**config.mk**
```make
export PLATFORM = sky130hd
export DESIGN_NAME = neuron_mac_seq_flat
export DESIGN_NICKNAME = d
export VERILOG_FILES = /design/src/rtl/neuron_mac_seq_if.sv /design/src/rtl/neuron_mac_seq.sv /design/src/flat_wrapper.sv
export SDC_FILE = /design/constraint.sdc
export NUM_CORES = 1
export LEC_CHECK = 0
export BUFFER_PORTS_ARGS = -buffer_cell sky130_fd_sc_hd__buf_2
export CORE_ASPECT_RATIO = 0.9
export CORE_MARGIN = 3
export CORE_UTILIZATION = 40
export CTS_CLUSTER_DIAMETER = 100
export DETAILED_ROUTE_END_ITERATION = 12
export PLACE_DENSITY_LB_ADDON = 0.15
export REMOVE_ABC_BUFFERS = 1
export SETUP_SLACK_MARGIN = 0.2
export SLEW_MARGIN = 20
export SYNTH_ARGS = -nofsm -noshare
export SYNTH_HDL_FRONTEND = slang
export SYNTH_SLANG_ARGS = --single-unit
```
**constraint.sdc**
```tcl
create_clock -name clk -period 6.66 [get_ports clk]
set_clock_uncertainty 0.1 [all_clocks]
set_input_delay 0.999 -clock clk [delete_from_list [all_inputs] [get_ports clk]]
set_output_delay 0.999 -clock clk [all_outputs]
set_load 0.05 [all_outputs]
```
**src/rtl/neuron_mac_seq_if.sv**
```systemverilog
// neuron_mac_seq_if
//   Groups the stream and result handshakes for one neuron evaluation.
//   master: the producer of control, (x, w) pairs, and the consumer of results.
//   slave : the neuron sequencer itself.
//   Signals:
//     start, bias[7:0], relu_en       evaluation control (sampled on accepted start)
//     in_valid, in_ready, x_in, w_in  (activation, weight) pair stream
//     out_valid, out_ready, out_data  result handshake
//     busy                            high whenever the sequencer is not idle
interface neuron_mac_seq_if;
  logic       start;
  logic [7:0] bias;
  logic       relu_en;
  logic       in_valid;
  logic       in_ready;
  logic [7:0] x_in;
  logic [7:0] w_in;
  logic       out_valid;
  logic       out_ready;
  logic [7:0] out_data;
  logic       busy;

  modport master (
    output start, bias, relu_en, in_valid, x_in, w_in, out_ready,
    input  in_ready, out_valid, out_data, busy
  );

  modport slave (
    input  start, bias, relu_en, in_valid, x_in, w_in, out_ready,
    output in_ready, out_valid, out_data, busy
  );
endinterface

```
**src/rtl/neuron_mac_seq.sv**
```systemverilog
// neuron_mac_seq
//   Computes one neuron's dot product on a single shared multiply-accumulate
//   datapath: acc = bias + sum(x*w) over N_INPUTS pairs, then an arithmetic
//   right shift by SHIFT, signed 8-bit saturation and optional ReLU.
//   Ports:
//     clk    clock
//     rst_n  asynchronous active-low reset
//     s_if   neuron_mac_seq_if.slave (start/bias/relu_en, pair stream,
//            result handshake, busy)
module neuron_mac_seq #(
  parameter int N_INPUTS = 4,
  parameter int ACC_W    = 20,
  parameter int SHIFT    = 4
) (
  input logic             clk,
  input logic             rst_n,
  neuron_mac_seq_if.slave s_if
);

  // Count must reach N_INPUTS after the final accept, hence the +1.
  localparam int              CNT_W    = $clog2(N_INPUTS + 1);
  localparam logic [CNT_W-1:0] LAST_IDX = CNT_W'(N_INPUTS - 1);

  typedef enum logic [1:0] {
    S_IDLE,
    S_ACCUM,
    S_FINISH,
    S_OUTPUT
  } state_t;

  state_t                  r_state;
  logic signed [ACC_W-1:0] r_acc;
  logic [CNT_W-1:0]        r_count;
  logic                    r_relu;
  logic                    r_in_ready;
  logic                    r_out_valid;
  logic [7:0]              r_out_data;
  logic                    r_busy;

  logic                    w_accept;
  logic signed [15:0]      w_prod;
  logic signed [ACC_W-1:0] w_prod_ext;
  logic signed [ACC_W-1:0] w_bias_ext;
  logic signed [ACC_W-1:0] w_shifted;
  logic                    w_fits;
  logic [7:0]              w_sat;
  logic [7:0]              w_result;

  // r_in_ready is only ever high in ACCUM, so it alone qualifies an accept.
  assign w_accept   = r_in_ready & s_if.in_valid;
  assign w_prod     = $signed(s_if.x_in) * $signed(s_if.w_in);
  assign w_prod_ext = {{(ACC_W-16){w_prod[15]}}, w_prod};
  assign w_bias_ext = {{(ACC_W-8){s_if.bias[7]}}, s_if.bias};

  // Arithmetic shift gives floor rounding for negative accumulators.
  assign w_shifted  = r_acc >>> SHIFT;
  // The value fits in signed 8 bits when every bit above bit 7 equals bit 7.
  assign w_fits     = (&w_shifted[ACC_W-1:7]) | ~(|w_shifted[ACC_W-1:7]);
  assign w_sat      = w_fits ? w_shifted[7:0]
                             : (w_shifted[ACC_W-1] ? 8'h80 : 8'h7F);
  assign w_result   = (r_relu && w_sat[7]) ? 8'h00 : w_sat;

  always_ff @(posedge clk or negedge rst_n) begin
    if (!rst_n) begin
      r_state     <= S_IDLE;
      r_acc       <= '0;
      r_count     <= '0;
      r_relu      <= 1'b0;
      r_in_ready  <= 1'b0;
      r_out_valid <= 1'b0;
      r_out_data  <= 8'h00;
      r_busy      <= 1'b0;
    end else begin
      case (r_state)
        S_IDLE: begin
          if (s_if.start) begin
            r_acc      <= w_bias_ext;
            r_count    <= '0;
            r_relu     <= s_if.relu_en;
            r_in_ready <= 1'b1;
            r_busy     <= 1'b1;
            r_state    <= S_ACCUM;
          end
        end
        S_ACCUM: begin
          if (w_accept) begin
            r_acc   <= r_acc + w_prod_ext;
            r_count <= r_count + CNT_W'(1);
            if (r_count == LAST_IDX) begin
              r_in_ready <= 1'b0;
              r_state    <= S_FINISH;
            end
          end
        end
        S_FINISH: begin
          r_out_data  <= w_result;
          r_out_valid <= 1'b1;
          r_state     <= S_OUTPUT;
        end
        S_OUTPUT: begin
          if (s_if.out_ready) begin
            r_out_valid <= 1'b0;
            r_busy      <= 1'b0;
            r_state     <= S_IDLE;
          end
        end
        default: r_state <= S_IDLE;
      endcase
    end
  end

  assign s_if.in_ready  = r_in_ready;
  assign s_if.out_valid = r_out_valid;
  assign s_if.out_data  = r_out_data;
  assign s_if.busy      = r_busy;

endmodule

```
**src/flat_wrapper.sv**
```systemverilog
// flat-port wrapper written by rule: the top's interface ports become plain ports
module neuron_mac_seq_flat 
#(
  parameter int N_INPUTS = 4,
  parameter int ACC_W    = 20,
  parameter int SHIFT    = 4
)
  (clk, rst_n, s_if_start, s_if_bias, s_if_relu_en, s_if_in_valid, s_if_x_in, s_if_w_in, s_if_out_ready, s_if_in_ready, s_if_out_valid, s_if_out_data, s_if_busy);
  neuron_mac_seq_if s_if_i ();
  input logic clk;
  input logic rst_n;
  input wire logic [$bits(s_if_i.start)-1:0] s_if_start;
  input wire logic [$bits(s_if_i.bias)-1:0] s_if_bias;
  input wire logic [$bits(s_if_i.relu_en)-1:0] s_if_relu_en;
  input wire logic [$bits(s_if_i.in_valid)-1:0] s_if_in_valid;
  input wire logic [$bits(s_if_i.x_in)-1:0] s_if_x_in;
  input wire logic [$bits(s_if_i.w_in)-1:0] s_if_w_in;
  input wire logic [$bits(s_if_i.out_ready)-1:0] s_if_out_ready;
  output wire logic [$bits(s_if_i.in_ready)-1:0] s_if_in_ready;
  output wire logic [$bits(s_if_i.out_valid)-1:0] s_if_out_valid;
  output wire logic [$bits(s_if_i.out_data)-1:0] s_if_out_data;
  output wire logic [$bits(s_if_i.busy)-1:0] s_if_busy;
  assign s_if_i.start = s_if_start;
  assign s_if_i.bias = s_if_bias;
  assign s_if_i.relu_en = s_if_relu_en;
  assign s_if_i.in_valid = s_if_in_valid;
  assign s_if_i.x_in = s_if_x_in;
  assign s_if_i.w_in = s_if_w_in;
  assign s_if_i.out_ready = s_if_out_ready;
  assign s_if_in_ready = s_if_i.in_ready;
  assign s_if_out_valid = s_if_i.out_valid;
  assign s_if_out_data = s_if_i.out_data;
  assign s_if_busy = s_if_i.busy;
  neuron_mac_seq #(.N_INPUTS(N_INPUTS), .ACC_W(ACC_W), .SHIFT(SHIFT)) u_core (.clk(clk), .rst_n(rst_n), .s_if(s_if_i));
endmodule
```
==> metrics.txt <==
Yosys cell types=44; Die Span Y=115 um; most numerous cell in the Yosys netlist=inv_1; CP Cell Sequence=buf_2, and2_1, fa_1, fa_1, fa_1, fa_1, ha_1, ha_1, a41oi_2, o21ai_2, o311a_1, or3_2, nand3_1, nand2_1; CTS Sinks=37; syn_area_per_cell=9.52 sq um; Hold Path Class=reg2reg; CP required=6.73 ns; area occupied by multi-input gates=3880 sq um; CP max-delay cell=and2_1; most frequent cells after synthesis=107 x inv_1, 88 x fa_1, 61 x nand2_1; average wire per standard cell=14.2 um; Final Core Density=45.5%; hold wc startpoint=u_core.r_count[1]$_DFFE_PN0P_; cell area after synthesis=5260 sq um; number of buffers created by CTS=5; drt first pass iters=4; core area=12800 sq um; initial antenna violation count=0; fraction of layout cells with a size suffix above 1=9.66%; gr usage total=15.8%; Synth top area share=33.5%; CTS tree=built; Die ar.=14600 sq um; DRT Wirelength=10700 um; H-tree depth=2; FF+latch count, synth=37; slew margin rel.=38.4%; # port buffers=40; Remaining DRCs=0; ant diodes=0; synth top area cells=fa_1 34%, dfrtp_1 18%, ha_1 12%; Starting Density=41.1%; antenna viol nets, final=0; via/cell ratio=5.02; Register Area=926 sq um; CP Capture Type=flop; Fmax achieved=0.178 GHz; vias post-DR=3788; Post-synth EDFFs=0; Worst Path Max Fanout=12; sequential area share after synthesis=17.6%; Post-synth top flop=dfrtp_1; cells after synthesis=552; maxcap violations=0; dpl cells=746; Clock Path Buffers=2; number of global-route vias before repair=3983; Final setup viols=0; gr ovfl total=0; Synth area leader=fa_1; min Tclk post-route=5.62 ns; worst-skew pair later-pin latency=0.28 ns; Setup Fix Bufs, Post-CTS=0; first-pass GRT wire length=19100 um; num ports=41; fin nets=759; routability cong.=0.814; critical path class=in2reg; Synth async-reset ratio=100%; root buffer cell=clkbuf_16; largest net degree at the start of global routing=38; Worst setup startpoint=s_if_w_in[1]; RSZ-0062 raised after global routing=false; DIE WIDTH=127 um; Crit path largest cell delay=0.59 ns; number of hold violations in the final report=0; Startpoint Class=primary input; Yosys warnings=0; arrival time at the worst endpoint=5.68 ns; Worst-Margin Slew=0.924 ns; fin cells=754; Reg2Reg Launch Point=u_core.r_acc[6]$_DFFE_PN0P_; final worst path period share=84.3%; Std-Cell Rows=39; fillcell total=1285; post-CTS sizing=0; layout overhead on the synthesized area=10.8%; Total Negative Setup Slacks=0 ns; drt first-iter violations=120; CTS Hold Bufs=0; post-DP HPWL=9230 um; final slew viol count=0; CP dominant cell by count=fa_1; status=complete, no violations; Worst-path clk slew=0.06 ns
## through the flow
stage	hold slack (ns)	instance area, sq um	worst slack [ns]
2_1_floorplan	0.350	5210	0.763
3_5_place_dp	0.386	5630	0.721
4_1_cts	0.399	5820	1.02
3_3_place_gp	0.365	5630	0.785
5_1_grt	0.432	5820	0.745
6_report	0.400	5820	1.04
## state kept, by name, summed over array words and instances, names as in the netlist
name	cells
u_core.r_acc	20
u_core.s_if.in_ready	1
u_core.r_relu	1
u_core.s_if.out_data	8
u_core.s_if.out_valid	1
u_core.s_if.busy	1
u_core.r_state	2
u_core.r_count	3
## cell families after synthesis
group                      Yosys count  share of synthesized area [%]
DFF                                 37                           17.6
xor gates and xnor gates            19                           3.17
adders and majority gates          140                           45.9
AOI/OAI and AO/OA                   99                           11.4
muxes                                7                           1.36
buffers and inverters              120                           8.57
and+or+nand+nor                    130                           12.0
## metal layers
| metal | global-route usage, % | wire length (um) | vias up |
|---|---|---|---|
| met1 | 22.6 | 5010 | 1906 |
| met3 | 2.00 | 285 | 10 |
| li1 | - | - | 1826 |
| met5 | 0 | 0 | - |
| met4 | 2.57 | 107 | 0 |
| met2 | 26.7 | 5320 | 46 |
## final timing paths
check                      cells past startpoint                            end  slack [ns]
setup / recovery                              14   u_core.r_acc[15]$_DFFE_PN0P_        1.04
hold / removal                                 2  u_core.r_count[1]$_DFFE_PN0P_        0.40
setup reg to reg                              16   u_core.r_acc[15]$_DFFE_PN0P_        1.84
hold reg to reg                                2  u_core.r_count[1]$_DFFE_PN0P_        0.40
max in group asynchronous                      1   u_core.r_acc[12]$_DFFE_PN0P_        5.17
min in group asynchronous                      1  u_core.r_state[0]$_DFFE_PN0P_        0.74
## area by class of cell
type / instances / area share (%)
inverters: 108 / 6.96
flip-flops and latches: 37 / 15.9
clock buffers: 5 / 2.15
repair buffers: 42 / 3.70
well taps: 164 / 3.52
clock inverters: 3 / 1.12
multi-input cells: 395 / 66.6
## worst max-delay path: cells and delay by family
kind | cells | cell delay, ns
adder cells (fa/ha/maj) | 6 | 2.67
buffers and inverters | 1 | 0.18
AND/OR/NAND/NOR | 4 | 1.14
AO/OA/AOI/OAI | 3 | 0.70
## cells in the final DEF (no fill, tap or decap), types with 4 or more instances in the layout
cell type,count
inv_1,107
fa_1,88
nand2_1,61
ha_1,52
buf_2,40
dfrtp_1,37
and2_1,32
o21ai_0,31
a21oi_1,31
xnor2_1,15
nor2_1,14
a21o_1,9
o22ai_1,7
mux2i_1,6
clkbuf_16,5
o21bai_1,4
nand3_1,4
xor2_1,4
Power is not shown: default switching activity piles up to over one toggle a cycle in this logic, so the estimate is an artifact.
